`src/rtl/sr_drive_sequencer.sv`:
```
// sr_drive_sequencer: debounces two raw request lines (SET_IN, CLR_IN) and
// turns their filtered rising edges into timed, mutually exclusive S/R drive
// pulses for a downstream SR flip-flop. It also tracks the expected flip-flop
// state (Q_EXP) and counts completed drives (EVT_CNT).
// Optional build macro SR_QCHECK_EN adds Q_FB/ERR, a sticky check of the real
// flip-flop output against Q_EXP during the GAP cycle.
module sr_drive_sequencer #(
  parameter int DEBOUNCE_CYCLES = 4,
  parameter int PULSE_CYCLES    = 2,
  parameter int CNT_W           = 8
) (
  input  logic             CLK,
  input  logic             RST_N,
  input  logic             SET_IN,
  input  logic             CLR_IN,
  output logic             S,
  output logic             R,
  output logic             BUSY,
  output logic             Q_EXP,
  output logic [CNT_W-1:0] EVT_CNT
`ifdef SR_QCHECK_EN
  ,
  input  logic             Q_FB,
  output logic             ERR
`endif
);

  typedef enum logic [1:0] {
    IDLE    = 2'd0,
    DRIVE_S = 2'd1,
    DRIVE_R = 2'd2,
    GAP     = 2'd3
  } state_t;

  // Channel index 0 is the set path, index 1 the clear path.
  localparam int CH_SET = 0;
  localparam int CH_CLR = 1;

  localparam logic [7:0] DB_LAST    = 8'(DEBOUNCE_CYCLES - 1);
  localparam logic [3:0] PULSE_LAST = 4'(PULSE_CYCLES - 1);

  logic [1:0]      raw;
  logic [1:0]      sync1;
  logic [1:0]      sync2;
  logic [1:0]      filt;
  logic [1:0]      filt_d;
  logic [1:0][7:0] db_cnt;
  logic [1:0]      rise;
  logic [1:0]      pend;
  logic [1:0]      take;

  state_t          state;
  state_t          state_next;
  logic [3:0]      pulse_cnt;
  logic            drive_done;

  assign raw  = {CLR_IN, SET_IN};
  assign rise = filt & ~filt_d;

  // Two-flop synchronisers followed by a run-length debouncer per channel.
  always_ff @(posedge CLK) begin
    // NOTE: sequential state uses non-blocking assignments so every flop
    // samples the pre-edge values, independent of statement order.
    if (!RST_N) begin
      sync1  <= '0;
      sync2  <= '0;
      filt   <= '0;
      filt_d <= '0;
      db_cnt <= '0;
    end else begin
      sync1  <= raw;
      sync2  <= sync1;
      filt_d <= filt;
      for (int i = 0; i < 2; i++) begin
        if (sync2[i] != filt[i]) begin
          if (db_cnt[i] == DB_LAST) begin
            filt[i]   <= sync2[i];
            db_cnt[i] <= '0;
          end else begin
            db_cnt[i] <= db_cnt[i] + 8'd1;
          end
        end else begin
          db_cnt[i] <= '0;
        end
      end
    end
  end

  // One-deep pending flags: filtered rising edges set them, the FSM consumes
  // them; an edge landing on the same cycle as its consume keeps the flag set.
  always_ff @(posedge CLK) begin
    if (!RST_N) begin
      pend <= '0;
    end else begin
      pend <= (pend & ~take) | rise;
    end
  end

  // Next-state logic: clear requests win over set requests when both wait.
  always_comb begin
    // NOTE: every output of this block gets a default first, so no path can
    // leave a variable unassigned and infer a latch.
    state_next = state;
    take       = '0;
    drive_done = 1'b0;
    unique case (state)
      IDLE: begin
        if (pend[CH_CLR]) begin
          state_next   = DRIVE_R;
          take[CH_CLR] = 1'b1;
        end else if (pend[CH_SET]) begin
          state_next   = DRIVE_S;
          take[CH_SET] = 1'b1;
        end
      end
      DRIVE_S, DRIVE_R: begin
        if (pulse_cnt == PULSE_LAST) begin
          state_next = GAP;
          drive_done = 1'b1;
        end
      end
      GAP:     state_next = IDLE;
      default: state_next = IDLE;
    endcase
  end

  // State register, pulse timer and registered drive/status outputs.
  always_ff @(posedge CLK) begin
    if (!RST_N) begin
      state     <= IDLE;
      pulse_cnt <= '0;
      S         <= 1'b0;
      R         <= 1'b0;
      BUSY      <= 1'b0;
      Q_EXP     <= 1'b0;
      EVT_CNT   <= '0;
    end else begin
      state <= state_next;
      if (state_next != state) begin
        pulse_cnt <= '0;
      end else if (state == DRIVE_S || state == DRIVE_R) begin
        pulse_cnt <= pulse_cnt + 4'd1;
      end
      // S and R come from a single next-state value, so they are exclusive.
      S    <= (state_next == DRIVE_S);
      R    <= (state_next == DRIVE_R);
      BUSY <= (state_next != IDLE);
      if (drive_done) begin
        Q_EXP   <= (state == DRIVE_S);
        EVT_CNT <= EVT_CNT + CNT_W'(1);
      end
    end
  end

`ifdef SR_QCHECK_EN
  // Sticky mismatch flag: Q_EXP is already updated when GAP is entered.
  always_ff @(posedge CLK) begin
    if (!RST_N) begin
      ERR <= 1'b0;
    end else if (state == GAP && Q_FB != Q_EXP) begin
      ERR <= 1'b1;
    end
  end
`endif

endmodule
```
`config.mk`:
```
export PLATFORM = sky130hd
export DESIGN_NAME = sr_drive_sequencer
export DESIGN_NICKNAME = d
export VERILOG_FILES = /design/src/rtl/sr_drive_sequencer.sv
export SDC_FILE = /design/constraint.sdc
export NUM_CORES = 1
export LEC_CHECK = 0
export BUFFER_PORTS_ARGS = -buffer_cell sky130_fd_sc_hd__clkbuf_2
export CAP_MARGIN = 10
export CELL_PAD_IN_SITES_DETAIL_PLACEMENT = 0
export CELL_PAD_IN_SITES_GLOBAL_PLACEMENT = 2
export CORE_MARGIN = 1.5
export CORE_UTILIZATION = 39
export DETAILED_ROUTE_END_ITERATION = 8
export GPL_ROUTABILITY_DRIVEN = 0
export PLACE_DENSITY_LB_ADDON = 0.25
export SETUP_SLACK_MARGIN = 0.02
export SYNTH_ARGS = -nofsm -noshare
export SYNTH_HDL_FRONTEND = slang
export SYNTH_SLANG_ARGS = --single-unit
```
`constraint.sdc`:
```
create_clock -name CLK -period 4.1 [get_ports CLK]
set_clock_uncertainty 0.1 [all_clocks]
set_input_delay 0.615 -clock CLK [delete_from_list [all_inputs] [get_ports CLK]]
set_output_delay 0.615 -clock CLK [all_outputs]
set_load 0.005 [all_outputs]
```
==> results, run 1 <==
- Power comes to roughly 0.00083 W.
- After synthesis, the share of flip-flops with an asynchronous set or reset is 0%.
- The via count of the first global-routing pass is approximately 1,400.
- The classification of the worst setup path is reg -> reg.
- Max-cap violations in this run came to 0.
- The count of pins over their slew limit is 0.
- Row generation in the floorplan step produced 25 rows.
- Traced cell by cell, the critical path runs through inv_1, ha_1, nand4bb_1, or4_1, a21oi_1.
- TritonCTS built the clock tree.
- The maximum number of pins on one net before global-route repair is 18.
- The remaining antenna violation count after routing is 0.
- The total clock buffers created by CTS is 5.
- The post-cts resize count is 0.
- Of all nets on the critical path, the largest fanout is 17.
- The number of antenna diodes in the final layout is 0.
- The routed design could run at a clock period as short as between 2 and 3 ns.
- In the routed design, unresolved DRC markers number 0.
- The count of endpoints failing hold in the final timing report is 0.
- The die covers about 5200 µm².
- The number of enable flip-flop cells after synthesis is 0.
- The chip width is just over 70 µm.
- The clock slew at the register clock pins of the worst setup and hold paths is around 0.080 ns.
- The most critical setup path has its startpoint at state[0].
- The worst setup path is launched from a flop.
- In this run the clock root is driven by a sky130_fd_sc_hd__clkbuf_8.
- The height of the die is 72.4 µm.
- The detailed-routing iteration count for the pre-antenna-repair pass is 4.
- In this run the most critical hold path is launched from sync1[0].
- The floorplan step defined a core boundary enclosing between 4000 and 5000 µm².
- The share of final-layout standard cells stronger than drive strength 1 is 12.4%.
- After synthesis, the netlist uses 37 different library cells.
- The run finished with clean final reports.
- Synthesis handed over a netlist of 200 instances.
- The mapped netlist covers between 1500 and 2000 µm².
- On the worst path, the slowest cell contributes a delay of roughly 0.7 ns.
- The half-perimeter wire length after placement is about 2400 µm.
- The worst register-to-register path has a depth of 5.
- The routed via count divided by cell count is 5.54.
- Data on the critical path is required at its endpoint by between 4 and 5 ns.
- In the synthesized netlist the dominant register cell turns out to be sky130_fd_sc_hd__dfxtp_1.
- The fraction of synthesized cell area taken by the top area cell type is between 40% and 50%.
- The relative slew slack is around half.
- For this run, the total global-route usage over all layers was measured as 14.2%.
- The setup violation total in the final timing report is 0.
- The area growth from synthesis to layout is 13.5%.
- After synthesis, the cell types taking the most area are sky130_fd_sc_hd__dfxtp_1 47%, sky130_fd_sc_hd__ha_1 5.3%, sky130_fd_sc_hd__xor2_1 4.2%.
- At the later pin of the worst-skew pair, clock insertion delay measures roughly 0.30 ns.
- The peak ir drop on the vdd network is approximately 0.17 mV.
- The final route contains around 1,500 vias.
- The number of nets handed over by synthesis was between 200 and 250.
- The maximum buffer depth of the clock tree is 2.
- The library cells used most frequently in the layout, excluding fill and tap cells, are 44 x sky130_fd_sc_hd__dfxtp_1, 15 x sky130_fd_sc_hd__nor2_1, 15 x sky130_fd_sc_hd__a21oi_1, 15 x sky130_fd_sc_hd__clkbuf_2, 14 x sky130_fd_sc_hd__inv_1.
- The analysis attributes to cell leakage a power of between 0.7 and 0.8 nW.
- The starting density of the core is 40.1%.
- The net count reported at finish is 230.
- After detailed routing, the total wire length is approximately 3400 µm.
- In this run the power density over the cells is just under 400 nW/µm².
- The startpoint of the worst register-to-register path is state[0].
- The most common cell after layout, fill and taps aside is sky130_fd_sc_hd__dfxtp_1.
- The DRC marker count from the first detailed-route iteration is 39.
- After synthesis the netlist holds a flip-flop and latch count of 44.
- For the pin with the worst max-slew slack, the measured transition is 0.718 ns.
- The worst hold path cell count is 1.
- The H-tree level count is 2.
- The total of warnings raised by yosys is 0.
- The average detailed-routed wire length per instance is 12.4 µm.
- Averaged over all synthesized cells, the footprint is ~9.4 µm².
- STA classifies the critical path endpoint as a flop.
- Clock tree synthesis found a total of 44 sinks.
- Of the available clock period, the critical path in the final layout requires between 60% and 70%.
- Sequential cells were found to cover between 40% and 50% of the synthesized design area.
- Setup repair after global routing left no endpoint under its margin.
- For the final routed database, the setup TNS stands at 0 ns.
- The I/O pin count is 16.
- The initial antenna violation count is 0.
- The first global-routing pass estimated a little under 6000 µm of wire.
- The final worst setup slack is 1.54 ns.
- The worst hold-check path type is reg -> reg.
- The arrival time of the worst setup path is 2.69 ns.
- Summed over all layers, the global routing overflow is 0.
- Input and output buffers added on the ports amount to 15.
- Hold repair after CTS inserted 0 buffers.
- The cell type of the slowest stage on the worst timing path is sky130_fd_sc_hd__or4_1.
- The post-place setup slack is between 1.5 and 2 ns.
- Static timing analysis puts the maximum clock frequency at 390 MHz.
- The cell type with the highest aggregate area in the netlist is sky130_fd_sc_hd__dfxtp_1.
- The total setup buffers inserted after CTS is 0.
## cell families (layout without fill, tap and decap cells)
logic type | after synthesis | in the layout | synth area share, %
adder cells (fa/ha/maj) | 8 | 8 | 5.33
buffers and inverters | 18 | 36 | 3.73
flip-flops | 44 | 44 | 46.9
XOR/XNOR | 12 | 12 | 5.59
AND/OR/NAND/NOR | 71 | 71 | 21.6
multiplexers | 3 | 3 | 1.60
AO/OA/AOI/OAI | 44 | 44 | 15.2
## flip-flops by register name (all words and copies together), names as in the netlist
register	count
sync1	2
state	2
sync2	2
R	1
EVT_CNT	8
Q_EXP	1
filt_d	2
db_cnt	16
pend	2
pulse_cnt	4
S	1
filt	2
BUSY	1
## synth_stat cells, drive strengths merged, types with 2 or more instances
cell type	count
dfxtp	44
a21oi	15
nor2	15
inv	14
nand2	10
o21ai	10
or3	10
nand3	9
xor2	9
ha	8
and2	7
o31ai	5
or4	5
a221oi	4
nand4	4
mux2i	3
o211ai	3
xnor2	3
buf	2
clkbuf	2
nand2b	2
nand3b	2
or4b	2
## critical path: cells and delay by family (launching register included)
family / cells / cell delay, ns
AO/OA/AOI/OAI: 1 / 0.15
adder cells (fa/ha/maj): 1 / 0.41
buffers and inverters: 1 / 0.10
flip-flops: 1 / 0.41
AND/OR/NAND/NOR: 2 / 1.31
## routing by layer
layer	part of all wire (%)	wire, µm	up-vias	global-route usage, %
met5	0	0	-	0
met1	45	1520	703	16.1
li1	-	-	753	-
met2	47	1600	40	23.4
met3	5.0	170	10	4.17
met4	2.5	85	0	9.01
## metrics by stage
stage | hold slack (ns) | instances | utilization (%) | instance area (µm²)
floorplan | 0.312 | 200 | - | 1880
global placement | 0.316 | 265 | 42.7 | 2000
detailed placement | 0.322 | 265 | 42.7 | 2000
CTS | 0.342 | 272 | 45.5 | 2130
global route | 0.355 | 272 | 45.5 | 2130
finish | 0.336 | 272 | 45.5 | 2130
## power by group
part | internal, W | leakage [nW] | switching, W | total (W)
Clock | 0.000240 | 0.0642 | 0.000147 | 0.000386
Combinational | 0.00000355 | 0.350 | 0.00000750 | 0.0000110
Sequential | 0.000429 | 0.355 | 0.00000135 | 0.000431
Total | 0.000673 | 0.770 | 0.000155 | 0.000828
## worst paths after layout
check / end / slack [ns]
worst min register to register: sync2[0] / 0.34
worst max register to register: EVT_CNT[6] / 1.54
worst max-delay path: EVT_CNT[6] / 1.54
worst min-delay path: sync2[0] / 0.34
## cell type report
cell class                      count  area, µm²
Fill cell                         461       2560
Multi-Input combinational cell    138        928
Sequential cell                    44        881
Timing Repair Buffer               15       75.1
Clock buffer                        5       68.8
Tap cell                           54       67.6
Clock inverter                      2       60.1
Inverter                           14       52.6
(Power assumes the default switching activity.)
==> run 2, diff against run 1 <==
--- a/config.mk
+++ b/config.mk
@@ -10,7 +10,7 @@
 export CELL_PAD_IN_SITES_DETAIL_PLACEMENT = 0
 export CELL_PAD_IN_SITES_GLOBAL_PLACEMENT = 2
 export CORE_MARGIN = 1.5
-export CORE_UTILIZATION = 39
+export CORE_UTILIZATION = 33
 export DETAILED_ROUTE_END_ITERATION = 8
 export GPL_ROUTABILITY_DRIVEN = 0
 export PLACE_DENSITY_LB_ADDON = 0.25
==> constraint.sdc (replaced) <==
create_clock -name CLK -period 2.3 [get_ports CLK]
set_clock_uncertainty 0.1 [all_clocks]
set_input_delay 0.345 -clock CLK [delete_from_list [all_inputs] [get_ports CLK]]
set_output_delay 0.345 -clock CLK [all_outputs]
set_load 0.005 [all_outputs]
==> results, run 2 (same netlist as run 1, synthesis figures left out) <==
- The count of endpoints failing hold in the final timing report came to 0 (unchanged).
- The average detailed-routed wire length per instance came to 11.9 µm (-4.2%).
- The net load switching power was 0.000286 W (+84%).
- The number of I/O port buffers is 15 (unchanged).
- The uppermost layer routed is met4.
- The half-perimeter wire length after placement was 2540 µm (+6.1%).
- The total met2 wirelength after detailed routing is 1650 µm (+3.3%).
- The most common cell after layout, fill and taps aside is sky130_fd_sc_hd__dfxtp_1.
- The peak ir drop on the vdd network is 0.242 mV (+41%).
- The internal power contribution is 0.00113 W (+68%).
- TritonCTS built the clock tree.
- The endpoint of the worst hold-timing path is sync1[0].
- The worst hold-check path type is in -> reg.
- The routed metal-1 wirelength is 1660 µm (+9.4%).
- The worst path required time is 2.43 ns (-1.79 ns).
- The count of filler cells inserted in the layout came to 550 (+19%).
- The detailed-routing iteration count for the pre-antenna-repair pass is 2 (-2).
- The achievable frequency is 485 MHz (+24%).
- The die outline area is 6160 µm² (+17%).
- The relative slew slack is 67.5% (+16 points).
- The via count of the first global-routing pass was 1,392 (-0.71%).
- The area of the multi-input gates is 928 µm² (unchanged).
- The total setup buffers inserted after CTS was 0 (unchanged).
- The part of the total power dissipated in the clock network is 44.2% (-2.5 points).
- The setup violation total in the final timing report is 0 (unchanged).
- The flip-flop count of the largest register after layout is 16 (unchanged).
- The final-layout setup total negative slack is 0 ns (unchanged).
- The routed via count was 1,441 (-4.3%).
- The critical path is of the reg -> reg type.
- The cell at the root of the clock tree is sky130_fd_sc_hd__clkbuf_8.
- The sum of overflow across all layers after global routing is 0 (unchanged).
- The arrival time of the worst setup path came to 2.19 ns (-0.50 ns).
- Compared with the post-synthesis result, the final layout area differs by 15.1%.
- The share of power burned in combinational logic is 1.4% (about the same).
- The buffer and inverter count on the worst path is 2 (+1).
- The clock slew at the register clock pins of the worst setup and hold paths is 0.09 ns (about the same).
- The total clock buffers created by CTS is 5 (unchanged).
- The global-route wire length before repair is 6300 µm (+8.6%).
- More flip-flops sit in one register than any other, and that register is db_cnt.
- The DRC marker count from the first detailed-route iteration is 43 (+10%).
- The power density relative to cell area is 653 nW/µm² (+68%).
- Setup repair after global routing left no endpoint under its margin.
- The cell area reported after detailed placement is 2040 µm² (+1.9%).
- The number of placed cells counting well taps is 285 (+7.5%).
- The clock latency reported for the late side of the worst-skew pair is 0.30 ns (about the same).
- The detailed-route wire length is 3480 µm (+3.2%).
- The count of non-filler cells in the finished layout is 293 (+7.7%).
- The cell type of the slowest stage on the worst timing path is sky130_fd_sc_hd__or4_1.
- The core area is 5510 µm² (+17%).
- The maximum number of pins on one net before global-route repair is 17 (-1).
- The initial antenna violation count is 0 (unchanged).
- The diode insertion count for antenna repair came to 0 (unchanged).
- The register share of total power is 54.3% (+2.3 points).
- The register-to-register setup slack is 0.24 ns (-1.30 ns).
- In the final layout, the registers with the most flip-flops are db_cnt x16, EVT_CNT x8, pulse_cnt x4.
- The post-route DRC violation count is 0 (unchanged).
- The post-cts resize count came to 0 (unchanged).
- The I/O pin count came to 16 (unchanged).
- The critical path goes through inv_1, ha_1, nand4bb_1, buf_4, or4_1, a21oi_1.
- The height of the die was 78.5 µm (+8.4%).
- The part of the cycle the worst path needs is 89.7% (+27 points).
- The maximum buffer depth of the clock tree was 2 (unchanged).
- The count of pins over their slew limit is 0 (unchanged).
- The total routing resource utilization after global routing is 12.9% (-1.3 points).
- The starting density of the core is 34.1% (-5.9 points).
- The net count reported at finish was 232 (+0.87%).
- The worst register-to-register path ends at EVT_CNT[5].
- STA classifies the critical path startpoint as a flop.
- The time the final worst path needs with I/O delays and setup is 2.06 ns (-0.500 ns).
- The number of buffers inserted for hold repair after clock tree synthesis is 0 (unchanged).
- The reported leakage power was 0.775 nW (+0.71%).
- The worst stage delay on the critical path came to 0.50 ns (-0.20 ns).
- The switching power share of the total is 20.2% (+1.5 points).
- In the layout the commonest cells are 44 x sky130_fd_sc_hd__dfxtp_1, 15 x sky130_fd_sc_hd__nor2_1, 15 x sky130_fd_sc_hd__a21oi_1, 15 x sky130_fd_sc_hd__clkbuf_2, 14 x sky130_fd_sc_hd__inv_1.
- The max-cap violation count was 0 (unchanged).
- The startpoint of the worst register-to-register path is state[0].
- The largest delay contributor family on the critical path is simple AND/OR/NAND/NOR gates.
- The share of final-layout standard cells stronger than drive strength 1 came to 13.6% (+1.2 points).
- The number of clock sinks came to 44 (unchanged).
- The H-tree level count is 2 (unchanged).
- The worst setup path is captured at a flop.
- The worst reg-to-reg path cell count is 6 (+1).
- The remaining antenna violation count after routing came to 0 (unchanged).
- The number of cell rows is 27 (+8.0%).
- The register area is 881 µm² (unchanged).
- The highest fanout seen on the critical path was 15 (-2).
- The routed length on met3 was 117 µm (-31%).
- The worst hold path cell count was 2 (+1).
- The chip width is 78.5 µm (+8.4%).
- The routed via count divided by cell count came to 4.92 (-11%).
- The pin slew with the least headroom to its limit is 0.481 ns (-0.237 ns).
- The finished layout cell area is 2160 µm² (+1.4%).
- The worst hold path begins at SET_IN.
- The run finished with clean final reports.
[run 2: changes by cell type in the layout (fill, tap and decap cells not counted), sizes merged]
cell,previous run,this run
buf,0,2
clkinv,0,1
clkbuf,20,21
bufinv,2,1
[run 2: power groups by stage]
stage          Clock (W)  Combinational, W  Sequential, W
2_1_floorplan          0         0.0000137       0.000785
3_3_place_gp           0         0.0000202       0.000786
3_5_place_dp           0         0.0000208       0.000786
4_1_cts         0.000643         0.0000209       0.000768
5_1_grt         0.000679         0.0000242       0.000769
6_report        0.000625         0.0000204       0.000768
[run 2: area by class of cell]
| cell class | instances | share of cell area [%] |
|---|---|---|
| repair buffers | 17 | 4.16 |
| clock inverters | 2 | 1.79 |
| multi-input cells | 138 | 42.9 |
| well taps | 72 | 4.16 |
| clock buffers | 6 | 3.82 |
| inverters | 14 | 2.43 |
| flip-flops and latches | 44 | 40.7 |
[run 2: worst max-delay path by stage]
stage	cells past startpoint	startpoint	end
finish	6	state[0]	EVT_CNT[5]
global route	6	state[0]	EVT_CNT[6]
CTS	6	state[0]	EVT_CNT[5]
detailed placement	6	state[0]	EVT_CNT[5]
global placement	6	state[0]	EVT_CNT[5]
floorplan	7	state[0]	EVT_CNT[7]
[run 2: stage by stage]
step / setup WS [ns] / utilization (%) / total power, W / hold slack (ns)
after floorplan: 0.440 / - / 0.000799 / 0.312
after global placement: 0.343 / 37.1 / 0.000806 / 0.315
after detailed placement: 0.229 / 37.1 / 0.000807 / 0.320
after CTS: 0.216 / 39.3 / 0.00143 / 0.146
after global routing: 0.112 / 39.3 / 0.00147 / 0.163
final: 0.236 / 39.3 / 0.00141 / 0.152
[run 2: metal layers]
metal	vias up	global-route usage, %
met1	662	15.1
li1	757	-
met2	16	22.0
met3	6	4.42
met4	0	4.46
met5	-	0
[run 2: worst register-to-register path, delay by kind of cell, from the launching register on]
family / cells / cell delay (ns)
AOI/OAI and AO/OA: 1 / 0.15
adders and majority gates: 1 / 0.40
buffers and inverters: 2 / 0.31
DFF: 1 / 0.40
and+or+nand+nor: 2 / 0.63
==> run 3, diff against run 2 <==
--- a/config.mk
+++ b/config.mk
@@ -5,15 +5,17 @@
 export SDC_FILE = /design/constraint.sdc
 export NUM_CORES = 1
 export LEC_CHECK = 0
+export ABC_AREA = 1
 export BUFFER_PORTS_ARGS = -buffer_cell sky130_fd_sc_hd__clkbuf_2
 export CAP_MARGIN = 10
 export CELL_PAD_IN_SITES_DETAIL_PLACEMENT = 0
 export CELL_PAD_IN_SITES_GLOBAL_PLACEMENT = 2
 export CORE_MARGIN = 1.5
-export CORE_UTILIZATION = 33
+export CORE_UTILIZATION = 31
 export DETAILED_ROUTE_END_ITERATION = 8
 export GPL_ROUTABILITY_DRIVEN = 0
 export PLACE_DENSITY_LB_ADDON = 0.25
+export RECOVER_POWER = 100
 export SETUP_SLACK_MARGIN = 0.02
 export SYNTH_ARGS = -nofsm -noshare
 export SYNTH_HDL_FRONTEND = slang
==> results, run 3 <==
- The run finished with clean final reports.
- The height of the die is 80.8 µm (+2.9%).
- The H-tree level count is 2 (unchanged).
- The worst hold-check path type is in -> reg.
- The routed via count divided by cell count came to 4.30 (-13%).
- The endpoint type of the worst setup path is a flop.
- The post-cts resize count is 0 (unchanged).
- The final worst setup slack is 0.326 ns (+0.0893 ns).
- The highest fanout seen on the critical path was 10 (-5).
- The total clock buffers created by CTS came to 5 (unchanged).
- The relative slew slack was 41.0% (-27 points).
- The largest delay contributor family on the critical path is simple AND/OR/NAND/NOR gates.
- The half-perimeter wire length after placement is 2410 µm (-4.9%).
- The diode insertion count for antenna repair is 0 (unchanged).
- The cell type of the slowest stage on the worst timing path is sky130_fd_sc_hd__dfxtp_1.
- The maximum number of pins on one net before global-route repair is 22 (+5).
- The net count after synthesis is 248 (+17%).
- The fraction of the yosys area taken by sequential cells is 47.0% (+0.13 points).
- The total routing resource utilization after global routing is 12.1% (-0.87 points).
- The most common cell after layout, fill and taps aside is sky130_fd_sc_hd__dfxtp_1.
- The post-synthesis cell count came to 236 (+18%).
- Ranked by total cell area, the synthesized netlist is headed by sky130_fd_sc_hd__dfxtp_1 47%, sky130_fd_sc_hd__nor2_1 7.8%, sky130_fd_sc_hd__nand2_1 7.4%.
- The power density relative to cell area is 918 nW/µm² (+40%).
- The detailed-route wire length is 3330 µm (-4.3%).
- The internal power contribution is 0.00127 W (+13%).
- Traced cell by cell, the critical path runs through inv_1, ha_1, inv_1, nor2_4, nand2_4, nor3_1, nand2_1, o21ai_0, nor2_1.
- The switching power share of the total is 34.0% (+14 points).
- The initial antenna violation count is 0 (unchanged).
- The max-cap violation count is 0 (unchanged).
- The detailed-routing iteration count for the pre-antenna-repair pass was 4 (+2).
- The worst path required time was 2.40 ns (-0.03 ns).
- The net count reported at finish is 268 (+16%).
- The flip-flop count of the largest register after layout is 16 (unchanged).
- The post-synthesis instance area is 1870 µm² (-0.27%).
- The synthesized flop and latch total is 44 (unchanged).
- The register area is 881 µm² (unchanged).
- The average detailed-routed wire length per instance is 10.0 µm (-16%).
- The cell area reported after detailed placement is 2030 µm² (-0.37%).
- The simple-gate share of the synthesized area is 27.7% (+6.1 points).
- The worst stage delay on the critical path is 0.39 ns (-0.11 ns).
- The critical path is of the reg -> reg type.
- In the synthesized netlist, the cells that appear most often are 44 x sky130_fd_sc_hd__dfxtp_1, 39 x sky130_fd_sc_hd__nor2_1, 37 x sky130_fd_sc_hd__nand2_1, 31 x sky130_fd_sc_hd__inv_1.
- The number of different library cells in the post-synthesis netlist is 26 (-30%).
- The synthesized design spends more area on one cell type than any other, namely sky130_fd_sc_hd__dfxtp_1.
- In the synthesized netlist the dominant register cell turns out to be sky130_fd_sc_hd__dfxtp_1.
- The clock slew at the register clock pins of the worst setup and hold paths is 0.08 ns (about the same).
- The worst min-delay path startpoint is CLR_IN.
- The count of pins over their slew limit is 0 (unchanged).
- The buffer and inverter count on the worst path came to 2 (unchanged).
- After synthesis, the largest family of logic cells by area is simple AND/OR/NAND/NOR gates.
- The dominant cell type by count on the critical path is sky130_fd_sc_hd__inv_1.
- The peak ir drop on the vdd network is 0.406 mV (+68%).
- The I/O pin count is 16 (unchanged).
- The total of warnings raised by yosys is 0 (unchanged).
- The cell at the root of the clock tree is sky130_fd_sc_hd__clkbuf_8.
- The part of the total power dissipated in the clock network is 25.8% (-18 points).
- The share of cell area taken by muxes after synthesis is 0% (-1.6 points).
- The clock latency reported for the late side of the worst-skew pair is 0.29 ns (about the same).
- The global-route wire length before repair is 6030 µm (-4.3%).
- The total setup buffers inserted after CTS is 0 (unchanged).
- The DRC marker count from the first detailed-route iteration was 47 (+9.3%).
- The number of enable flip-flop cells after synthesis was 0 (unchanged).
- The setup violation total in the final timing report is 0 (unchanged).
- The startpoint of the worst register-to-register path is state[0].
- In the final layout, the registers with the most flip-flops are db_cnt x16, EVT_CNT x8, pulse_cnt x4.
- The chip width is 80.8 µm (+2.9%).
- The share of final-layout standard cells stronger than drive strength 1 is 8.56% (-5.0 points).
- The reported leakage power is 0.864 nW (+11%).
- The sum of overflow across all layers after global routing is 0 (unchanged).
- The time the final worst path needs with I/O delays and setup is 1.97 ns (-0.0893 ns).
- The area of the multi-input gates was 841 µm² (-9.4%).
- The count of filler cells inserted in the layout is 654 (+19%).
- The part of the cycle the worst path needs is 85.8% (-3.9 points).
- The compound-gate portion of the synthesized area is 7.74% (-7.5 points).
- The starting density of the core is 31.8% (-2.3 points).
- The final-layout setup total negative slack is 0 ns (unchanged).
- Setup repair after global routing left no endpoint under its margin.
- The pin slew with the least headroom to its limit was 0.886 ns (+0.404 ns).
- The register share of total power is 44.7% (-9.6 points).
- The via count of the first global-routing pass is 1,344 (-3.4%).
- The post-route DRC violation count is 0 (unchanged).
- The total power consumption of the routed design is 0.00192 W (+36%).
- The critical path launch point is state[0].
- The achievable frequency was 506 MHz (+4.5%).
- The number of I/O port buffers was 15 (unchanged).
- The number of clock sinks is 44 (unchanged).
- The die outline area is 6520 µm² (+5.9%).
- The worst setup path is launched from a flop.
- The area growth from synthesis to layout is 11.8%.
- The number of cell rows is 28 (+3.7%).
- The per-instance average area after synthesis is 7.94 µm² (-15%).
- The register bank with the most flops is db_cnt.
- The finished layout cell area is 2100 µm² (-3.1%).
- The remaining antenna violation count after routing is 0 (unchanged).
- The post-route worst hold slack was 0.131 ns (-0.0213 ns).
- The share of power burned in combinational logic is 29.5% (+28 points).
- The maximum buffer depth of the clock tree is 2 (unchanged).
- The TritonCTS clock tree is yes.
- In the layout the commonest cells are 44 x sky130_fd_sc_hd__dfxtp_1, 39 x sky130_fd_sc_hd__nand2_1, 39 x sky130_fd_sc_hd__nor2_1, 32 x sky130_fd_sc_hd__inv_1.
- The routed via count is 1,428 (-0.90%).
- The share of the synthesized netlist area taken by xor and xnor gates is 5.14% (-0.45 points).
- The arrival time of the worst setup path was 2.07 ns (-0.12 ns).
- The count of endpoints failing hold in the final timing report is 0 (unchanged).
- The arithmetic-cell share of the synthesized area counting full adders, half adders and majority gates is 5.34% (+0.014 points).
- The net load switching power is 0.000653 W (+130%).
- The number of buffers inserted for hold repair after clock tree synthesis is 0 (unchanged).
- The core area is 5890 µm² (+6.9%).
- The fraction of registers with async set or reset after synthesis is 0% (unchanged).
- The fraction of synthesized cell area taken by the top area cell type came to 47.0% (+0.13 points).
- The most repeated cell in the gate-level netlist after synthesis is sky130_fd_sc_hd__dfxtp_1.
- The post-place setup slack came to 0.427 ns (+0.198 ns).
## run 3: cell type report
| cell class | count | area share, % |
|---|---|---|
| clock buffers | 8 | 4.30 |
| inverters | 33 | 5.91 |
| multi-input cells | 157 | 40.1 |
| flip-flops and latches | 44 | 42.0 |
| well taps | 75 | 4.48 |
| repair buffers | 15 | 3.16 |
## run 3: kinds of logic (layout without fill, tap and decap cells)
logic type / Yosys count / after routing
compound gates: 28 / 28
simple gates: 110 / 110
fa+ha+maj: 8 / 8
xor+xnor: 11 / 11
buf+inv: 35 / 56
flops: 44 / 44
## run 3: metrics by stage
step / cells / util (%)
4_1_cts: 332 / 36.1
6_report: 332 / 35.6
5_1_grt: 332 / 35.6
2_1_floorplan: 236 / -
3_3_place_gp: 324 / 34.6
3_5_place_dp: 324 / 34.6
## run 3: power groups by stage
stage          clock network, W  registers [W]  logic, W
2_1_floorplan                 0       0.000876  0.000485
3_3_place_gp                  0       0.000878  0.000623
3_5_place_dp                  0       0.000879  0.000609
4_1_cts                0.000527       0.000860  0.000615
5_1_grt                0.000555       0.000871  0.000653
6_report               0.000497       0.000859  0.000567
## run 3: path summary, 6_finish.rpt
check | to | slack (ns) | cells after the start
worst max-delay path | EVT_CNT[5] | 0.33 | 9
worst min-delay path | sync1[1] | 0.13 | 3
worst max register to register | EVT_CNT[5] | 0.33 | 9
worst min register to register | sync2[0] | 0.32 | 2
## run 3: layer usage
layer / up-vias / wire, µm / GRT usage (%)
met3: 4 / 98 / 3.37
met4: 0 / 55 / 5.69
li1: 783 / - / -
met1: 625 / 1650 / 15.5
met2: 16 / 1530 / 18.7
met5: - / 0 / 0
## run 3: worst reg2reg max path: stages (launching register included)
cell and delay (ns):
sky130_fd_sc_hd__dfxtp_1 0.39, sky130_fd_sc_hd__inv_1 0.10, sky130_fd_sc_hd__ha_1 0.40, sky130_fd_sc_hd__inv_1 0.12, sky130_fd_sc_hd__nor2_4 0.11, sky130_fd_sc_hd__nand2_4 0.10, sky130_fd_sc_hd__nor3_1 0.25, sky130_fd_sc_hd__nand2_1 0.11
sky130_fd_sc_hd__o21ai_0 0.15, sky130_fd_sc_hd__nor2_1 0.05
